<file path="src/rtl/mem_port_arbiter_if.sv">
// ----------------------------------------------------------------------------
// mem_port_arbiter_if
//
// Purpose: bundles the instruction-fetch port, the data port and the byte-wide
// RAM strobe bus of mem_port_arbiter into one interface.
//
// Signal summary:
//   Fetch port : i_req, i_addr[31:0]  -> arbiter ; i_rdata[31:0], i_ack <- arbiter
//   Data port  : d_req, d_rw, d_mode[1:0], d_addr[31:0], d_wdata[31:0],
//                d_wdata2[31:0]       -> arbiter ; d_rdata[31:0], d_rdata2[31:0],
//                d_ack, d_err         <- arbiter
//   RAM bus    : mem_en, mem_we, mem_addr[7:0], mem_wdata[7:0] <- arbiter ;
//                mem_rdata[7:0]       -> arbiter
//   Status     : busy                 <- arbiter
//
// Modports:
//   slave  - the arbiter itself
//   master - the requesters plus the RAM (testbench / surrounding system)
// ----------------------------------------------------------------------------
interface mem_port_arbiter_if;
    logic        i_req;
    logic [31:0] i_addr;
    logic [31:0] i_rdata;
    logic        i_ack;

    logic        d_req;
    logic        d_rw;
    logic [1:0]  d_mode;
    logic [31:0] d_addr;
    logic [31:0] d_wdata;
    logic [31:0] d_wdata2;
    logic [31:0] d_rdata;
    logic [31:0] d_rdata2;
    logic        d_ack;
    logic        d_err;

    logic        mem_en;
    logic        mem_we;
    logic [7:0]  mem_addr;
    logic [7:0]  mem_wdata;
    logic [7:0]  mem_rdata;

    logic        busy;

    modport slave (
        input  i_req, i_addr,
        input  d_req, d_rw, d_mode, d_addr, d_wdata, d_wdata2,
        input  mem_rdata,
        output i_rdata, i_ack,
        output d_rdata, d_rdata2, d_ack, d_err,
        output mem_en, mem_we, mem_addr, mem_wdata,
        output busy
    );

    modport master (
        output i_req, i_addr,
        output d_req, d_rw, d_mode, d_addr, d_wdata, d_wdata2,
        output mem_rdata,
        input  i_rdata, i_ack,
        input  d_rdata, d_rdata2, d_ack, d_err,
        input  mem_en, mem_we, mem_addr, mem_wdata,
        input  busy
    );
endinterface

</file>
<file path="src/rtl/mem_port_arbiter.sv">
// ----------------------------------------------------------------------------
// mem_port_arbiter
//
// Purpose: shares one 256x8 byte-wide RAM (combinational read) between an
// instruction-fetch port (always 4-byte word) and a data port (byte, halfword,
// word, optional doubleword). A three-state FSM (IDLE, ACCESS, DONE) grants one
// port in IDLE with round-robin on ties, moves one byte per cycle in ACCESS
// (big-endian: lowest address is the most significant byte) and pulses the
// matching ack for one cycle in DONE.
//
// Ports:
//   clk      - single clock, rising edge
//   reset_n  - asynchronous active-low reset; abandons any transfer in flight
//   bus      - mem_port_arbiter_if.slave (fetch port, data port, RAM bus, busy)
//
// Configuration:
//   MEM_ARB_DWORD_EN - when defined, d_mode=2'b11 performs an 8-byte transfer
//                      using d_wdata/d_wdata2 and d_rdata/d_rdata2. When not
//                      defined, d_mode=2'b11 is rejected with d_err and
//                      d_rdata2 reads as zero.
// ----------------------------------------------------------------------------
module mem_port_arbiter (
    input  logic                 clk,
    input  logic                 reset_n,
    mem_port_arbiter_if.slave    bus
);

    typedef enum logic [1:0] {
        IDLE   = 2'd0,
        ACCESS = 2'd1,
        DONE   = 2'd2
    } state_t;

    state_t      r_state;
    logic        r_last_d;     // 1: last grant went to D, 0: to I
    logic        r_port_d;     // port owning the current transfer
    logic        r_rw;
    logic [2:0]  r_cnt;        // bytes remaining after the current one
    logic [63:0] r_wbuf;       // bytes still to be written, next one in [63:56]
    logic [63:0] r_rbuf;       // bytes read so far, latest in [7:0]
    logic        r_mem_en;
    logic        r_mem_we;
    logic [7:0]  r_mem_addr;
    logic [7:0]  r_mem_wdata;
    logic [31:0] r_i_rdata;
    logic [31:0] r_d_rdata;
    logic        r_i_ack;
    logic        r_d_ack;
    logic        r_d_err;
    logic        r_busy;
`ifdef MEM_ARB_DWORD_EN
    logic        r_dw;
    logic [31:0] r_d_rdata2;
`endif

    logic        w_grant_d;
    logic        w_grant_i;
    logic [2:0]  w_d_last;     // byte count minus one for the data request
    logic        w_d_bad;      // misaligned or unsupported data request
    logic [63:0] w_d_wbuf;     // data write bytes, left-aligned
    logic [63:0] w_rbuf_next;

    // Round-robin: on a tie the port that did not win last time is granted.
    assign w_grant_d = bus.d_req && (!bus.i_req || !r_last_d);
    assign w_grant_i = bus.i_req && !w_grant_d;

    // Shifting each new byte in at the bottom leaves the first (lowest
    // address) byte most significant and zero-extends short reads.
    assign w_rbuf_next = {r_rbuf[55:0], bus.mem_rdata};

    always_comb begin
        w_d_last = 3'd0;
        w_d_bad  = 1'b0;
        w_d_wbuf = {bus.d_wdata[7:0], 56'd0};
        case (bus.d_mode)
            2'b00: begin
                w_d_last = 3'd0;
                w_d_bad  = 1'b0;
                w_d_wbuf = {bus.d_wdata[7:0], 56'd0};
            end
            2'b01: begin
                w_d_last = 3'd1;
                w_d_bad  = bus.d_addr[0];
                w_d_wbuf = {bus.d_wdata[15:0], 48'd0};
            end
            2'b10: begin
                w_d_last = 3'd3;
                w_d_bad  = |bus.d_addr[1:0];
                w_d_wbuf = {bus.d_wdata, 32'd0};
            end
            default: begin
`ifdef MEM_ARB_DWORD_EN
                w_d_last = 3'd7;
                w_d_bad  = |bus.d_addr[2:0];
                w_d_wbuf = {bus.d_wdata, bus.d_wdata2};
`else
                w_d_last = 3'd0;
                w_d_bad  = 1'b1;
                w_d_wbuf = {bus.d_wdata, 32'd0};
`endif
            end
        endcase
    end

    always_ff @(posedge clk or negedge reset_n) begin
        if (!reset_n) begin
            r_state     <= IDLE;
            r_last_d    <= 1'b0;
            r_port_d    <= 1'b0;
            r_rw        <= 1'b0;
            r_cnt       <= 3'd0;
            r_wbuf      <= 64'd0;
            r_rbuf      <= 64'd0;
            r_mem_en    <= 1'b0;
            r_mem_we    <= 1'b0;
            r_mem_addr  <= 8'd0;
            r_mem_wdata <= 8'd0;
            r_i_rdata   <= 32'd0;
            r_d_rdata   <= 32'd0;
            r_i_ack     <= 1'b0;
            r_d_ack     <= 1'b0;
            r_d_err     <= 1'b0;
            r_busy      <= 1'b0;
`ifdef MEM_ARB_DWORD_EN
            r_dw        <= 1'b0;
            r_d_rdata2  <= 32'd0;
`endif
        end else begin
            case (r_state)
                IDLE: begin
                    if (w_grant_d) begin
                        r_last_d <= 1'b1;
                        r_port_d <= 1'b1;
                        r_busy   <= 1'b1;
                        if (w_d_bad) begin
                            // Rejected requests skip the RAM entirely.
                            r_state <= DONE;
                            r_d_ack <= 1'b1;
                            r_d_err <= 1'b1;
                        end else begin
                            r_state     <= ACCESS;
                            r_rw        <= bus.d_rw;
                            r_cnt       <= w_d_last;
                            r_rbuf      <= 64'd0;
                            r_wbuf      <= {w_d_wbuf[55:0], 8'd0};
                            r_mem_en    <= 1'b1;
                            r_mem_we    <= bus.d_rw;
                            r_mem_addr  <= bus.d_addr[7:0];
                            r_mem_wdata <= w_d_wbuf[63:56];
`ifdef MEM_ARB_DWORD_EN
                            r_dw        <= (bus.d_mode == 2'b11);
`endif
                        end
                    end else if (w_grant_i) begin
                        r_last_d    <= 1'b0;
                        r_port_d    <= 1'b0;
                        r_busy      <= 1'b1;
                        r_state     <= ACCESS;
                        r_rw        <= 1'b0;
                        r_cnt       <= 3'd3;
                        r_rbuf      <= 64'd0;
                        r_wbuf      <= 64'd0;
                        r_mem_en    <= 1'b1;
                        r_mem_we    <= 1'b0;
                        r_mem_addr  <= {bus.i_addr[7:2], 2'b00};
                        r_mem_wdata <= 8'd0;
`ifdef MEM_ARB_DWORD_EN
                        r_dw        <= 1'b0;
`endif
                    end
                end

                ACCESS: begin
                    r_rbuf <= w_rbuf_next;
                    if (r_cnt == 3'd0) begin
                        r_state     <= DONE;
                        r_mem_en    <= 1'b0;
                        r_mem_we    <= 1'b0;
                        r_mem_addr  <= 8'd0;
                        r_mem_wdata <= 8'd0;
                        if (r_port_d) begin
                            r_d_ack <= 1'b1;
                            r_d_err <= 1'b0;
                            if (!r_rw) begin
`ifdef MEM_ARB_DWORD_EN
                                if (r_dw) begin
                                    r_d_rdata  <= w_rbuf_next[63:32];
                                    r_d_rdata2 <= w_rbuf_next[31:0];
                                end else begin
                                    r_d_rdata  <= w_rbuf_next[31:0];
                                end
`else
                                r_d_rdata <= w_rbuf_next[31:0];
`endif
                            end
                        end else begin
                            r_i_ack   <= 1'b1;
                            r_i_rdata <= w_rbuf_next[31:0];
                        end
                    end else begin
                        r_cnt       <= r_cnt - 3'd1;
                        // 8-bit address wraps 255 -> 0 naturally.
                        r_mem_addr  <= r_mem_addr + 8'd1;
                        r_mem_wdata <= r_wbuf[63:56];
                        r_wbuf      <= {r_wbuf[55:0], 8'd0};
                    end
                end

                DONE: begin
                    r_state <= IDLE;
                    r_i_ack <= 1'b0;
                    r_d_ack <= 1'b0;
                    r_d_err <= 1'b0;
                    r_busy  <= 1'b0;
                end

                default: begin
                    r_state <= IDLE;
                end
            endcase
        end
    end

    assign bus.i_rdata   = r_i_rdata;
    assign bus.i_ack     = r_i_ack;
    assign bus.d_rdata   = r_d_rdata;
    assign bus.d_ack     = r_d_ack;
    assign bus.d_err     = r_d_err;
    assign bus.mem_en    = r_mem_en;
    assign bus.mem_we    = r_mem_we;
    assign bus.mem_addr  = r_mem_addr;
    assign bus.mem_wdata = r_mem_wdata;
    assign bus.busy      = r_busy;
`ifdef MEM_ARB_DWORD_EN
    assign bus.d_rdata2  = r_d_rdata2;
`else
    assign bus.d_rdata2  = 32'd0;
`endif

endmodule

</file>
<file path="src/flat_wrapper.sv">
// flat-port wrapper written by rule: the top's interface ports become plain ports
module mem_port_arbiter_flat 
  (clk, reset_n, bus_i_req, bus_i_addr, bus_d_req, bus_d_rw, bus_d_mode, bus_d_addr, bus_d_wdata, bus_d_wdata2, bus_mem_rdata, bus_i_rdata, bus_i_ack, bus_d_rdata, bus_d_rdata2, bus_d_ack, bus_d_err, bus_mem_en, bus_mem_we, bus_mem_addr, bus_mem_wdata, bus_busy);
  mem_port_arbiter_if bus_i ();
  input  logic clk;
  input  logic reset_n;
  input wire logic [$bits(bus_i.i_req)-1:0] bus_i_req;
  input wire logic [$bits(bus_i.i_addr)-1:0] bus_i_addr;
  input wire logic [$bits(bus_i.d_req)-1:0] bus_d_req;
  input wire logic [$bits(bus_i.d_rw)-1:0] bus_d_rw;
  input wire logic [$bits(bus_i.d_mode)-1:0] bus_d_mode;
  input wire logic [$bits(bus_i.d_addr)-1:0] bus_d_addr;
  input wire logic [$bits(bus_i.d_wdata)-1:0] bus_d_wdata;
  input wire logic [$bits(bus_i.d_wdata2)-1:0] bus_d_wdata2;
  input wire logic [$bits(bus_i.mem_rdata)-1:0] bus_mem_rdata;
  output wire logic [$bits(bus_i.i_rdata)-1:0] bus_i_rdata;
  output wire logic [$bits(bus_i.i_ack)-1:0] bus_i_ack;
  output wire logic [$bits(bus_i.d_rdata)-1:0] bus_d_rdata;
  output wire logic [$bits(bus_i.d_rdata2)-1:0] bus_d_rdata2;
  output wire logic [$bits(bus_i.d_ack)-1:0] bus_d_ack;
  output wire logic [$bits(bus_i.d_err)-1:0] bus_d_err;
  output wire logic [$bits(bus_i.mem_en)-1:0] bus_mem_en;
  output wire logic [$bits(bus_i.mem_we)-1:0] bus_mem_we;
  output wire logic [$bits(bus_i.mem_addr)-1:0] bus_mem_addr;
  output wire logic [$bits(bus_i.mem_wdata)-1:0] bus_mem_wdata;
  output wire logic [$bits(bus_i.busy)-1:0] bus_busy;
  assign bus_i.i_req = bus_i_req;
  assign bus_i.i_addr = bus_i_addr;
  assign bus_i.d_req = bus_d_req;
  assign bus_i.d_rw = bus_d_rw;
  assign bus_i.d_mode = bus_d_mode;
  assign bus_i.d_addr = bus_d_addr;
  assign bus_i.d_wdata = bus_d_wdata;
  assign bus_i.d_wdata2 = bus_d_wdata2;
  assign bus_i.mem_rdata = bus_mem_rdata;
  assign bus_i_rdata = bus_i.i_rdata;
  assign bus_i_ack = bus_i.i_ack;
  assign bus_d_rdata = bus_i.d_rdata;
  assign bus_d_rdata2 = bus_i.d_rdata2;
  assign bus_d_ack = bus_i.d_ack;
  assign bus_d_err = bus_i.d_err;
  assign bus_mem_en = bus_i.mem_en;
  assign bus_mem_we = bus_i.mem_we;
  assign bus_mem_addr = bus_i.mem_addr;
  assign bus_mem_wdata = bus_i.mem_wdata;
  assign bus_busy = bus_i.busy;
  mem_port_arbiter u_core (.clk(clk), .reset_n(reset_n), .bus(bus_i));
endmodule
</file>
<file path="config.mk">
export PLATFORM = sky130hd
export DESIGN_NAME = mem_port_arbiter_flat
export DESIGN_NICKNAME = d
export VERILOG_FILES = /design/src/rtl/mem_port_arbiter_if.sv /design/src/rtl/mem_port_arbiter.sv /design/src/flat_wrapper.sv
export SDC_FILE = /design/constraint.sdc
export NUM_CORES = 1
export LEC_CHECK = 0
export CORE_AREA = 2 2 128 130
export CTS_CLUSTER_SIZE = 40
export DETAILED_ROUTE_END_ITERATION = 10
export DIE_AREA = 0 0 130 132
export GPL_ROUTABILITY_DRIVEN = 1
export PLACE_DENSITY = 0.79
export REMOVE_ABC_BUFFERS = 1
export SYNTH_ARGS = -nofsm -noshare
export SYNTH_HDL_FRONTEND = slang
export SYNTH_SLANG_ARGS = --single-unit
</file>
<file path="constraint.sdc">
create_clock -name clk -period 2.93 [get_ports clk]
set_input_delay 0.293 -clock clk [delete_from_list [all_inputs] [get_ports clk]]
set_output_delay 0.293 -clock clk [all_outputs]
set_load 0.005 [all_outputs]
</file>
==> results.cfg <==
[clock_tree]
cts_resized = 0
clk_latency_ns = 0.42
clock_path_buffers = 2
cts_root_buf = clkbuf_16
htreeDepth = 4
cts.clk_slew.worst_paths_ns = 0.06
cts_buffers = 17
cts_setup_buffers = 0
cts_tree = done
hold_buffers = 1
clock-sinks = 141

[synth]
yosysTopAreaCell = dfrtp_1
async_flop_share_pct = 100
ys_seq_area_share_pct = 51.8
synthTopCellsByArea = dfrtp_1 52%, mux2_2 12%, mux2_4 4.2%
netlist_instances = 554
yosys_warnings = 0
netlist.area_leader.share_pct = 51.8
synth_ff_type = dfrtp_1
synthesis.area_um2 = 6810
syn_avg_cell_area_um2 = 12.3
synth_edf_count = 0
ys_ff_latch = 141
ys_types = 47

[power_and_ir_drop]
total_leakage_power_uw = 0.00413
power_uw = 8630
ir_drop_v = 0.000452
powerDensity_nw_per_um2 = 951

[sta]
rsz0062_at_grt = no
finalHoldViolCount = 0
finalCritPeriodShare_pct = 86.6
period_needed_ns = 2.54
slew_headroom_pct = 27.3
tightest_slew_ns = 1.09
fmax_ghz = 0.394
fin_worst_skew_ns = 0.00626
slew_violations = 0
fin_tns_setup_ns = 0
setup-violations-final = 0
worst_slack_ns = 0.393

[status]
status = finished clean

[floorplanning]
fp.dieH_um = 132
die_width_um = 130
std_cell_rows = 46
core_um2 = 15700
dieArea_um2 = 17200
ios = 261
start_util_pct = 43.3

[grt]
grt_pass1_vias = 5130
globalRouteOverflowTotal = 0
antenna_found_initial = 0
grt_pass1_wl_mm = 26.8
grt_usage_pct = 19.9
grt_max_degree = 72

[routing]
antenna_left = 0
drt-total-wl_mm = 16.6
post-route-drc-count = 0
avgRoutedWirePerCell_um = 17.9
vias = 5022
viasPerCell = 5.42
drtIter0Drc = 335
dr.pass1.iters = 5

[final_layout]
syn_to_final_growth_pct = 33.3
final_common_cell = clkdlybuf4s50_1
drive_above_1_share_pct = 21.3
layout_common_cells = 145 x clkdlybuf4s50_1, 141 x dfrtp_1, 71 x mux2_2
stdcell_count = 926
diodes = 0
nets = 852
design_area_um2 = 9080

[worst_setup_path]
crit_buf_inv = 1
slowest_stage = o21ai_4
worstSetupEndpointType = flip-flop
cpPeakStageDelay_ns = 0.86
reg2reg_from = u_core.r_state[0]
reg2reg_slack_ns = 0.40
crit_type = in -> reg
start_kind = input port
path_max_fanout = 26
crit_chain = clkdlybuf4s50_1 -> ha_1 -> a211o_1 -> a31oi_4 -> o21ai_4 -> mux2_2
worstPathArrival_ns = 2.84
worstPathRequired_ns = 3.23
startpoint = bus_d_mode[1]
critPathTopFamily = compound AO/OA/AOI/OAI gates

[placed_design]
gp_congestion = 0.840
place_area_um2 = 8440
hpwl_mm = 11.3
pre_cts_ws_ns = -0.0227
port_buffers = 146
placed_cells = 894

[flow_run]
cap_viol_max_count = 0

[min_path]
hp-class = in -> async
==> synthesized netlist by cell type, drive strengths merged (2+ instances only) <==
cell / number
nor2b: 3
nand4: 2
a21oi: 13
nor3: 11
a221o: 8
nor2: 5
buf: 50
inv: 37
o21ai: 31
mux2: 90
o2bb2ai: 5
a222oi: 8
o22ai: 4
and2: 2
dfrtp: 141
o211ai: 24
a211o: 2
and3: 9
nor3b: 2
and4b: 8
clkbuf: 22
mux2i: 10
ha: 11
o32ai: 4
a31oi: 3
nand3: 4
nand2: 7
a22o: 25
==> area by class of cell <==
class,instances,area [um^2]
multi-input cells,335,2860
well taps,216,270
clock buffers,22,494
fillers,1275,6630
inverters,37,139
flip-flops and latches,141,3530
repair buffers,166,1650
clock inverters,9,133
==> worst reg2reg max path: cells and delay by family, from the launching register on <==
kind / cells / cell delay (ns)
multiplexers: 1 / 0.44
adder cells (fa/ha/maj): 1 / 0.34
flip-flops: 1 / 0.41
buffers and inverters: 1 / 0.09
AO/OA/AOI/OAI: 3 / 1.13
==> registers in the layout, indices dropped and copies added (netlist names) <==
signal and cells:
u_core.bus.busy 1, u_core.bus.d_ack 1, u_core.bus.d_err 1, u_core.bus.d_rdata 32, u_core.bus.i_ack 1, u_core.bus.i_rdata 32
u_core.bus.mem_addr 8, u_core.bus.mem_en 1, u_core.bus.mem_wdata 8, u_core.bus.mem_we 1, u_core.r_cnt 3, u_core.r_last_d 1
u_core.r_rbuf 24, u_core.r_rw 1, u_core.r_state 2, u_core.r_wbuf 24
==> metal layers <==
metal  global-route usage (%)  part of all wire, %
met4                     7.65                  2.0
met2                     33.0                   50
met5                        0                    0
met3                     4.99                  7.2
met1                     24.9                   41
==> report_power, final <==
part | leakage, uW | switching (uW) | internal, uW
clock network | 0.000305 | 804 | 1450
logic | 0.00195 | 1480 | 1810
registers | 0.00188 | 479 | 2610
==> per-stage QoR <==
step | hold slack (ns) | util [%]
6_report | 0.424 | 57.8
5_1_grt | 0.500 | 57.8
4_1_cts | 0.444 | 57.8
3_5_place_dp | 0.327 | 53.7
3_3_place_gp | 0.314 | 53.7
2_1_floorplan | -0.00259 | -
==> worst paths after layout <==
path                       cells after the start                       to
min reg2reg                                    1    u_core.bus.d_rdata[9]
max                                            6        u_core.r_wbuf[42]
min                                            2  u_core.bus.mem_wdata[2]
min in group clk                               1    u_core.bus.d_rdata[9]
max reg2reg                                    6        u_core.r_wbuf[42]
max in group asynchronous                      3        u_core.r_wbuf[52]
==> kinds of logic after synthesis <==
kind of cell | share of synthesized area [%]
adder cells (fa/ha/maj) | 2.02
AO/OA/AOI/OAI | 14.6
AND/OR/NAND/NOR | 5.75
flip-flops | 51.8
buffers and inverters | 8.32
multiplexers | 17.4
other | 0.0551
Note: power is estimated with default switching activity, not from simulation.
